## config.mk

```make
export PLATFORM = sky130hd
export DESIGN_NAME = alu_arbiter_seq
export DESIGN_NICKNAME = d
export VERILOG_FILES = /design/src/rtl/alu_arbiter_seq.sv
export SDC_FILE = /design/constraint.sdc
export NUM_CORES = 1
export LEC_CHECK = 0
export CORE_AREA = 2 2 73 75
export DETAILED_ROUTE_END_ITERATION = 8
export DIE_AREA = 0 0 75 77
export DONT_BUFFER_PORTS = 1
export PLACE_DENSITY = 0.46
export SLEW_MARGIN = 10
export SYNTH_ARGS = -nofsm -noshare
export SYNTH_HDL_FRONTEND = slang
export SYNTH_SLANG_ARGS = --single-unit
```

## constraint.sdc

```tcl
create_clock -name clock -period 2.7 [get_ports clock]
set_clock_uncertainty 0.15 [all_clocks]
set_input_delay 0.405 -clock clock [delete_from_list [all_inputs] [get_ports clock]]
set_output_delay 0.405 -clock clock [all_outputs]
set_load 0.02 [all_outputs]
```

## src/rtl/alu_arbiter_seq.sv

```systemverilog
// Two-port round-robin front end sharing one small ALU; operands are latched on accept,
// the op runs for EXEC_CYCLES cycles, and the 8-bit result is held until the consumer takes it.
module alu_arbiter_seq #(
   parameter int EXEC_CYCLES = 2
) (
   input  logic       clock,
   input  logic       resetn,
   input  logic       req0_valid,
   input  logic [2:0] req0_op,
   input  logic [3:0] req0_a,
   input  logic [3:0] req0_b,
   output logic       req0_ready,
   input  logic       req1_valid,
   input  logic [2:0] req1_op,
   input  logic [3:0] req1_a,
   input  logic [3:0] req1_b,
   output logic       req1_ready,
   output logic       res_valid,
   output logic [7:0] res_data,
   output logic       res_id,
   input  logic       res_ready,
   output logic       busy
);

   typedef enum logic [1:0] {IDLE, EXEC, DONE} state_t;

   localparam logic [3:0] CNT_LOAD = 4'(EXEC_CYCLES - 1);

   state_t     state, state_nxt;
   logic [3:0] cnt;
   logic       ptr;
   logic [2:0] op_q;
   logic [3:0] a_q, b_q;
   logic       id_q;
   logic       grant_any, grant_id;
   logic       accept;

   function automatic logic [7:0] alu(input logic [2:0] op, input logic [3:0] a, input logic [3:0] b);
      logic [4:0] sum;
      sum = {1'b0, a} + {1'b0, b};
      case (op)
         3'b000:  alu = {3'b000, {1'b0, a} + 5'd1};
         3'b001,
         3'b010:  alu = {3'b000, sum};
         3'b011:  alu = {a ^ b, a | b};
         3'b100:  alu = {7'b0, |{a, b}};
         3'b101:  alu = {a, b};
         default: alu = 8'h00;
      endcase
   endfunction

   // Pointer port wins ties; the other port is taken only when the pointer port is idle.
   always_comb begin
      grant_any = 1'b0;
      grant_id  = 1'b0;
      if (ptr ? req1_valid : req0_valid) begin
         grant_any = 1'b1;
         grant_id  = ptr;
      end else if (ptr ? req0_valid : req1_valid) begin
         grant_any = 1'b1;
         grant_id  = ~ptr;
      end
   end

   assign accept     = (state == IDLE) && grant_any;
   // Gated by resetn so neither ready can fire while reset is held.
   assign req0_ready = resetn && accept && !grant_id;
   assign req1_ready = resetn && accept &&  grant_id;
   assign busy       = (state != IDLE);

   always_comb begin
      state_nxt = state;
      case (state)
         IDLE:    if (accept) state_nxt = EXEC;
         EXEC:    if (cnt == 4'd0) state_nxt = DONE;
         DONE:    if (res_ready) state_nxt = IDLE;
         default: state_nxt = IDLE;
      endcase
   end

   always_ff @(posedge clock or negedge resetn) begin
      if (!resetn) begin
         state     <= IDLE;
         cnt       <= 4'd0;
         ptr       <= 1'b0;
         op_q      <= 3'b000;
         a_q       <= 4'd0;
         b_q       <= 4'd0;
         id_q      <= 1'b0;
         res_valid <= 1'b0;
         res_data  <= 8'h00;
         res_id    <= 1'b0;
      end else begin
         state <= state_nxt;
         case (state)
            IDLE: if (accept) begin
               op_q <= grant_id ? req1_op : req0_op;
               a_q  <= grant_id ? req1_a  : req0_a;
               b_q  <= grant_id ? req1_b  : req0_b;
               id_q <= grant_id;
               cnt  <= CNT_LOAD;
               ptr  <= ~grant_id;
            end
            EXEC: if (cnt == 4'd0) begin
               res_data  <= alu(op_q, a_q, b_q);
               res_id    <= id_q;
               res_valid <= 1'b1;
            end else begin
               cnt <= cnt - 4'd1;
            end
            DONE: if (res_ready) res_valid <= 1'b0;
            default: ;
         endcase
      end
   end

endmodule

```

==> impl_metrics.toml <==
[status]
outcome = "completed"

[yosys]
yosys-top-cells-area = "dfrtp_1, ha_1, a222oi_1"
syn_inst = 173
synth_edf_count = 0
synth_top_area_share_pct = 43.5
yosysMostFrequentCell = "dfrtp_1"
async_flop_share_pct = 100
synth.distinct_cells = 41
synth_top_cell_by_area = "dfrtp_1"
synth_area_um2 = 1670
ys_seq_area_share_pct = 43.5
synth_warnings = 0
netlist_top_cells_count = "dfrtp_1, inv_1, a222oi_1"
syn-num-nets = 211
ys_ff_latch = 29
syn_avg_cell_area_um2 = 9.64
yosys_most_used_dff = "dfrtp_1"

[critical_path]
worstPathCellList = "xnor2_1 -> nor2_1 -> nand2_1 -> ha_1 -> inv_1 -> fa_1 -> xor2_1 -> o21a_1 -> o221ai_1 -> o21a_1"
r2r_start = "op_q[1]$_DFFE_PN0P_"
critical-path-max-stage-delay_ns = 0.49
reg2regPathDepth = 10
r2r_slack_ns = 0.24
startpoint_type = "flop"
cpMostUsedCell = "o21a_1"
required_ns = 2.77
reg2reg_to = "res_data[2]$_DFFE_PN0P_"
path_delay_family = "adder cells"
worstPathArrival_ns = 2.53
path_buf_inv = 1
endpoint_kind = "flop"
cp_slowest_cell = "dfrtp_1"
critPathKind = "flop to flop"
critical_path.max_fanout = 10

[placement]
dp_hpwl_um = 2850
portBuffers = 0
place_congestion = 0.849
dp_cells = 236
placed_area_um2 = 1720
pre_cts_ws_ns = 0.270

[sta]
slew_headroom_pct = 55.7
grt_setup_unrepaired = "no"
timing.final.crit_share_pct = 91.2
worstMarginPinSlew_ns = 0.665
setup_viol_count_final = 0
worst_slack_ns = 0.237
min_period_ns = 2.46
maxSlewViolCount = 0
hold_viol_final = 0
setup_tns_ns = 0
fmax_ghz = 0.406

[route]
ant_nets = 0
drt_iter0_drc = 85
drc = 0
first_pass_iters = 5
vias_per_cell = 5.30
num_vias = 1292
wire_per_inst_um = 16.0
finalWirelength_um = 3900

[clocking]
clk_latency_ns = 0.28
clock_path_buffers = 2
cts_tree = "yes"
htree_num_levels = 2
cts_made_buffers = 5
cts-root-buf = "clkbuf_8"
path_clk_slew_ns = 0.06
postCtsSetupBuffers = 0
clkSinkCount = 29

[worst_hold_path]
min_from = "res_ready"
worstHoldEndpoint = "state[1]$_DFFE_PN0P_"
hold_depth = 1
hp-class = "input port to flop"

[floorplanning]
start_util_pct = 33.5
io_pins = 40
die_h_um = 77
die_width_um = 75
row_count = 26
coreArea_um2 = 4980
dieArea_um2 = 5780

[global_route]
grt_pass1_wl_um = 6470
grt_overflow = 0
grt_use_total_pct = 14.9
first_global_vias = 1274
grt_max_degree = 30
antenna_found_initial = 0

[final_layout]
fin_nets = 213
syn_to_final_growth_pct = 9.60
drive_above_1_share_pct = 9.20
stdcell_count = 244
fillers = 501
fin_util_pct = 36.7
fin_area_um2 = 1830
multiInputGateArea_um2 = 798
antenna_cells = 0
regArea_um2 = 726

[job]
drv_cap = 0

[pwr]
power_leakage_nw = 0.883
p_per_area_nw_per_um2 = 1360
vdd_drop_max_v = 0.000599
worst max path at each step:
| stage | startpoint | to | slack, ns | depth (start not counted) |
|---|---|---|---|---|
| after global placement | op_q[1]$_DFFE_PN0P_ | res_data[2]$_DFFE_PN0P_ | 0.36 | 10 |
| after detailed placement | op_q[1]$_DFFE_PN0P_ | res_data[2]$_DFFE_PN0P_ | 0.27 | 10 |
| after global routing | op_q[1]$_DFFE_PN0P_ | res_data[2]$_DFFE_PN0P_ | 0.04 | 10 |
| after CTS | op_q[1]$_DFFE_PN0P_ | res_data[2]$_DFFE_PN0P_ | 0.24 | 10 |
| final | op_q[1]$_DFFE_PN0P_ | res_data[2]$_DFFE_PN0P_ | 0.24 | 10 |
| after floorplan | op_q[1]$_DFFE_PN0P_ | res_data[2]$_DFFE_PN0P_ | 0.45 | 11 |
where the power goes:
part           switching [W]  leakage (nW)  internal [W]
registers           0.000310         0.358      0.000644
logic               0.000672         0.484      0.000538
clock network       0.000152        0.0399      0.000169
layer usage:
layer | part of all wire [%] | up-vias | global-route usage, %
met5 | 0 | - | 0
met4 | 1.7 | 0 | 6.25
met3 | 7.1 | 7 | 4.60
met2 | 41 | 46 | 20.2
met1 | 50 | 621 | 21.7
li1 | - | 618 | -
per-stage QoR:
stage / power, W / hold slack (ns)
2_1_floorplan: 0.00187 / -0.0406
3_3_place_gp: 0.00211 / -0.0396
3_5_place_dp: 0.00215 / -0.0396
4_1_cts: 0.00251 / 0.0708
5_1_grt: 0.00273 / 0.0885
6_report: 0.00248 / 0.0782
area by class of cell:
class	count	share of cell area (%)
Multi-Input combinational cell	109	43.7
Clock inverter	1	0.274
Clock buffer	5	3.76
Inverter	26	5.34
Sequential cell	29	39.7
Tap cell	70	4.79
Timing Repair Buffer	4	2.46
state kept, by name (all words and copies together), names as in the netlist:
name       cells
res_id         1
cnt            4
op_q           3
res_data       8
state          2
b_q            4
res_valid      1
ptr            1
id_q           1
a_q            4
what timing repair did:
item | 4_1_cts | 5_1_grt
resized for setup | 0 | 0
hold buffers | 2 | 0
endpoints found under the hold margin | 29 | 0
layout by cell type, fill, tap and decap left out, drive strengths merged, types with 2 or more instances in the layout:
| cell type | netlist | routed |
|---|---|---|
| dfrtp | 29 | 29 |
| inv | 26 | 26 |
| nand2 | 12 | 12 |
| a222oi | 11 | 11 |
| ha | 10 | 10 |
| nor2 | 9 | 9 |
| o21ai | 7 | 7 |
| a21oi | 6 | 6 |
| nand3 | 6 | 6 |
| a22o | 5 | 5 |
| clkbuf | 3 | 5 |
| and2 | 4 | 4 |
| and3 | 4 | 4 |
| xnor2 | 3 | 3 |
| nor3 | 3 | 3 |
| a31oi | 3 | 3 |
| a22oi | 3 | 3 |
| o21a | 3 | 3 |
| buf | 6 | 3 |
| nand2b | 2 | 2 |
| and2b | 2 | 2 |
| nor2b | 2 | 2 |
| a21o | 2 | 2 |
kinds of logic (layout without fill, tap and decap cells):
family	Yosys count	after routing	synth area share, %
and+or+nand+nor	48	48	15.5
AOI/OAI and AO/OA	45	45	20.7
buffers and inverters	35	36	8.63
DFF	29	29	43.5
adders and majority gates	11	11	8.70
xor gates and xnor gates	4	4	2.10
muxes	1	1	0.900
No activity file was read; power rests on OpenSTA's default activity.
==> RTL change 1 (same settings) <==
The 3 states of `state_t` get a one-hot encoding in 3 bits.
--- a/src/rtl/alu_arbiter_seq.sv
+++ b/src/rtl/alu_arbiter_seq.sv
@@ -24,3 +24,3 @@
 
-   typedef enum logic [1:0] {IDLE, EXEC, DONE} state_t;
+   typedef enum logic [2:0] {IDLE = 3'b001, EXEC = 3'b010, DONE = 3'b100} state_t;
 
Behaviour: no difference found for any inputs over 10 cycles, from zero or initial values and one cycle with resetn low; not proved beyond that.
==> RTL change 1 against the unedited design <==
Non-clock buffer count rose by 4; sequential share of layout area fell by 1.5 points; sequential cell count up 1; worst setup slack worse by 0.0088 ns; power grew 2.8%; synthesized area grew 7.1%; critical path type is now register to output pin; sequential power is 5.1% lower; wire length increased by 11%; final area rose by 7.7%; final cell count grew 4.9%; via count increased by 3.2%; count of clock-buffer cells in the layout is 1 higher; global-route usage rose by 1.7 points.
==> RTL change 1: results (changes against the unedited design) <==
* Leakage power summed over all cells: 0.903 nW (was 0.883 nW)
- The cell at the slowest stage of the critical path is dfstp_2 (was dfrtp_1).
* Post-synth cell types: 48 (was 41)
- Maximum vdd ir drop: 0.000516 V (was 0.000599 V)
* Worst R2R End: res_data[2] (unchanged)
* Total global-route track usage: 16.6% (was 14.9%)
* Synth top area cells: dfrtp_1 (41%), ha_1 (7.0%), a221o_1 (6.2%) (was dfrtp_1 (44%), ha_1 (7.5%), a222oi_1 (6.6%))
* Type of the tightest min-delay check: primary input to register (unchanged)
- Yosys warning total: 0 (unchanged)
* Router iterations before antenna repair: 4 (was 5)
* CP Max Fanout: 6 (was 10)
- The beginning of the worst register-to-register path is op_q[0] (was op_q[1]).
- Largest register FFs: 8 (unchanged)
- Delay of the slowest cell on the worst path: 0.57 ns (was 0.49 ns)
* Status: finished clean (unchanged)
- Layout cells sized above 1: 12.9% (was 9.20%)
- The register-to-register setup slack is 0.27 ns (was 0.24 ns).
* Period minus WS final: 2.47 ns (was 2.46 ns)
- Leading cell types by count after synthesis: dfrtp_1 (29), nor2_1 (19), inv_1 (16) (was dfrtp_1 (29), inv_1 (26), a222oi_1 (11))
- Final HPWL from detailed placement: 3.21 mm (was 2.85 mm)
* Total via count after detailed routing: 1333 (was 1292)
- Post-synthesis cell count: 180 (was 173)
- The number of instances in the placed design was 246 (was 236).
- The sequential share of the synthesized area was 42.1% (was 43.5%).
* Cells on worst reg2reg path: 8 (was 10)
* Endpoint arrival time on the critical path: 1.92 ns (was 2.53 ns)
- Top reg by flops: res_data (unchanged)
- The number of global-route vias before repair is 1394 (was 1274).
- Total detailed-routing wirelength: 4.33 mm (was 3.90 mm)
* Non-filler instance count after layout: 256 (was 244)
- After clock tree synthesis, the clock-pin slew on the worst setup and hold paths is ~0.070 ns.
* Number of nets at the end of the flow: 223 (was 213)
* Number of buffers inserted during clock tree synthesis: 5 (unchanged)
- The post-CTS setup repair buffer count is 0 (unchanged).
* Hold-fix buffers at CTS: 2 (unchanged)
- Transition time at the pin with the least slew margin: 0.676 ns (was 0.665 ns)
- The number of antenna cells inserted is 0 (unchanged).
- The maximum buffer depth of the clock tree came to 2 (unchanged).
- Worst setup path endpoint: req0_ready (was res_data[2])
- The async set-reset flop share out of synthesis came to 100% (unchanged).
- The count of input and output buffers is 0 (unchanged).
- The later pin in the worst-skew pair is clocked with a latency of ~0.29 ns.
- The placer congestion estimate is 0.822 (was 0.849).
- The detailed router's first-iteration violation count came to 84 (was 85).
* Pin count of the biggest net entering global routing: 31 (was 30)
- The cell at the root of the clock tree was clkbuf_8 (unchanged).
- The wire length of the first global-routing pass was 7.23 mm (was 6.47 mm).
- Origin of the worst setup path: state[0] (was op_q[1])
- The initial antenna violation count is 0 (unchanged).
- Minimum setup slack after placement: 0.289 ns (was 0.270 ns)
- The placed instance area was 1840 µm² (was 1720 µm²).
- Max H-tree Level: 2 (unchanged)
* Number of cells upsized or downsized after cts: 0 (unchanged)
-- RTL change 1: cell count changes in the layout (fill, tap and decap cells not counted), sizes merged, moves of 4 or more --
cell    before  now
and3         4    0
inv         26   16
nor3         3    8
nor2         9   20
buf          3    7
nand3        6    2
a221o        0   11
nand2       12    7
a222oi      11    0
-- RTL change 1: metal layers --
metal	share of wire [%]	wire, µm	track usage, %	vias up
li1	-	-	-	658
met5	0	0	0	-
met4	0.92	40	4.82	0
met1	46	1990	22.6	645
met3	4.2	184	4.34	4
met2	49	2120	25.8	26
-- RTL change 1: power breakdown --
part / internal (mW) / switching, mW
logic: 0.578 / 0.684
registers: 0.655 / 0.251
clock network: 0.205 / 0.181
total: 1.44 / 1.12
-- RTL change 1: layout make-up --
class	count	area, µm²
clock buffers	6	82.6
fillers	518	3010
clock inverters	2	12.5
repair buffers	8	75.1
multi-input cells	124	900
inverters	16	60.1
well taps	70	87.6
flip-flops and latches	30	752
-- RTL change 1: cell families after synthesis --
family / count (synthesis) / share of synthesized area, %
and+or+nand+nor: 59 / 17.1
AOI/OAI and AO/OA: 46 / 20.9
DFF: 30 / 42.1
buffers and inverters: 26 / 7.56
adders and majority gates: 11 / 8.12
xor gates and xnor gates: 5 / 2.45
muxes: 3 / 1.75
-- RTL change 1: critical path: cells and delay by family (launching register included) --
kind               cells  cell delay (ns)
and+or+nand+nor        2             0.83
AOI/OAI and AO/OA      1             0.24
DFF                    1             0.57
-- RTL change 1: how the worst min path moves through the flow --
stage	to	cells after the start	from	slack, ns
after floorplan	a_q[0]	0	resetn	-0.04
final	state[2]	1	res_ready	0.06
after global routing	state[2]	1	res_ready	0.06
after CTS	state[2]	1	res_ready	0.05
after global placement	res_data[1]	0	resetn	-0.04
after detailed placement	res_data[1]	0	resetn	-0.04
==> RTL change 2 (same flow settings) <==
Without the edit above. Make the reset (`resetn`) synchronous in one clocked block.
--- a/src/rtl/alu_arbiter_seq.sv
+++ b/src/rtl/alu_arbiter_seq.sv
@@ -80,3 +80,3 @@
 
-   always_ff @(posedge clock or negedge resetn) begin
+   always_ff @(posedge clock) begin
       if (!resetn) begin
Formal check against the unedited RTL: differs if resetn is asserted again (counterexample within 4 cycles, from zero or initial values and one cycle with resetn low); with resetn held inactive, the same outputs for 10 cycles.
==> RTL change 2 against the unedited design <==
Count of clock-buffer cells in the layout did not move; sequential cell count stayed put; utilization decreased by 0.53 points; synthesized area increased by 2.8%; first-iteration DRC count decreased by 18%; via count up 7.2%; global-route usage is 0.52 points lower; die area is the same; worst setup slack improved by 0.073 ns; wire length is 1.5% lower; final area down 1.4%.
Power is not compared: it rests on default switching activity, and its combinational part moved more than twofold at a synthesized area within 25%.
==> RTL change 2: results (changes against the unedited design) <==
- Met2 routing resource usage after global routing: 21.1% (was 20.2%)
- IR analysis of the VDD net gives a maximum drop of 0.000321 V.
* Top reg by flops: res_data (unchanged)
- The number of levels in the clock H-tree is 2 (unchanged).
* Endpoint arrival time on the critical path: 2.40 ns (was 2.53 ns)
* Layout cells sized above 1: 7.54% (was 9.20%)
- The placer congestion estimate was 0.914 (was 0.849).
- The clock transition at the register clock pins on the worst setup and hold paths after CTS came to 0.06 ns (about the same).
- The class of the worst hold path is primary input to register (unchanged).
- The instance count of the mapped netlist was 201 (was 173).
- Minimum setup slack after placement: 0.341 ns (was 0.270 ns)
* CP Max Fanout: 15 (was 10)
* Vias in the first global route: 1356 (was 1274)
- The slew at the pin closest to its max-slew limit came to 0.594 ns (was 0.665 ns).
* Net count after synthesis: 239 (was 211)
- Smallest setup slack after layout: 0.309 ns (was 0.237 ns)
- Status: finished clean (unchanged).
- The cell at the slowest stage of the critical path was dfxtp_1 (was dfrtp_1).
* Global-route wire length before repair: 6.41 mm (was 6.47 mm)
- The total global routing track utilization came to 14.4% (was 14.9%).
* Leakage power summed over all cells: about 0.74 nW
* Most frequently used flop master after synthesis: dfxtp_1 (was dfrtp_1)
- The placed instance area is 1730 µm² (was 1720 µm²).
* Cells on worst reg2reg path: 9 (was 10)
- Delay of the slowest cell on the worst path: 0.64 ns (was 0.49 ns)
- CP delay by family, top: flip-flops (was adder cells)
* Synth top area cells: dfxtp_1 (34%), nand2_1 (7.9%), ha_1 (7.3%) (was dfrtp_1 (44%), ha_1 (7.5%), a222oi_1 (6.6%))
* Count of placed standard cells including taps: 263 (was 236)
- The sequential share of the synthesized area was 33.9% (was 43.5%).
* Number of cells upsized or downsized after cts: 0 (unchanged)
* Critical register-to-register path startpoint: op_q[0] (was op_q[1])
- For the worst-skew pair, the clock arrives at the later sink with an insertion delay of 0.27 ns.
- Post-synth cell types: 46 (was 41)
- Drt via density: 5.15 (was 5.30)
- The detailed router's first-iteration violation count came to 70 (was 85).
* Maximum clock path buffer count: 2 (unchanged)
- Initial antenna violation count: 0 (unchanged)
- Max-slew violation count: 0 (unchanged)
* Root buffer cell: clkbuf_8 (unchanged)
* Total detailed-routing wirelength: 3.84 mm (was 3.90 mm)
- Router iterations before antenna repair: 4 (was 5)
* FILL cells: 547 (was 501)
- Worst R2R End: res_data[3] (was res_data[2])
- The final instance area was 1800 µm² (was 1830 µm²).
* Port buffer count: 0 (unchanged)
* Fraction of synthesis flops using an asynchronous set or reset pin: 0% (was 100%)
* Met3 track utilization from global routing: 5.39% (was 4.60%)
* Non-filler instance count after layout: 269 (was 244)
* GR Util met1: 19.6% (was 21.7%)
* Leading cell types by count after synthesis: nand2_1 (36), dfxtp_1 (29), inv_1 (16) (was dfrtp_1 (29), inv_1 (26), a222oi_1 (11))
* Pin count of the biggest net entering global routing: 20 (was 30)
- The half-perimeter wire length after detailed placement is 2.95 mm (was 2.85 mm).
[RTL change 2: cell types whose count changed in the layout (fill, tap and decap cells not counted), moves of 8 or more]
cell	change
inv_1	-10
dfxtp_1	+29
dfrtp_1	-29
a222oi_1	-11
nand2_1	+26
a22oi_1	+8
[RTL change 2: kinds of logic after synthesis]
logic type | count (synthesis) | share of synthesized area [%]
flops | 29 | 33.9
xor+xnor | 2 | 1.02
buf+inv | 26 | 8.69
fa+ha+maj | 11 | 8.47
mux | 2 | 1.17
simple gates | 79 | 23.7
compound gates | 52 | 23.1
[RTL change 2: how the worst min path moves through the flow]
stage / from / to / slack [ns] / cells after the start
floorplan: id_q / id_q / 0.28 / 1
global placement: b_q[0] / b_q[0] / 0.30 / 2
detailed placement: b_q[0] / b_q[0] / 0.31 / 2
CTS: resetn / state[1] / 0.09 / 1
global route: resetn / state[0] / 0.09 / 1
finish: resetn / state[1] / 0.10 / 1
[RTL change 2: cell type report]
| type | count | area [µm²] | share of cell area [%] |
|---|---|---|---|
| clock buffer | 5 | 68.8 | 3.82 |
| clock inverter | 1 | 5.00 | 0.278 |
| inverter | 16 | 60.1 | 3.33 |
| multi-input combinational | 146 | 985 | 54.7 |
| sequential | 29 | 581 | 32.2 |
| tap | 70 | 87.6 | 4.86 |
| timing repair buffer | 2 | 15.0 | 0.833 |
[RTL change 2: power groups by stage]
| stage | logic, mW | clock network (mW) | registers (mW) |
|---|---|---|---|
| 2_1_floorplan | 0.362 | 0 | 0.567 |
| 3_5_place_dp | 0.401 | 0 | 0.598 |
| 6_report | 0.403 | 0.326 | 0.590 |
| 5_1_grt | 0.456 | 0.364 | 0.602 |
| 3_3_place_gp | 0.392 | 0 | 0.595 |
| 4_1_cts | 0.405 | 0.337 | 0.589 |
[RTL change 2: routing by layer]
layer / wire (µm) / vias up
met5: 0 / -
met2: 1630 / 54
li1: - / 699
met4: 34 / 0
met3: 257 / 5
met1: 1910 / 627
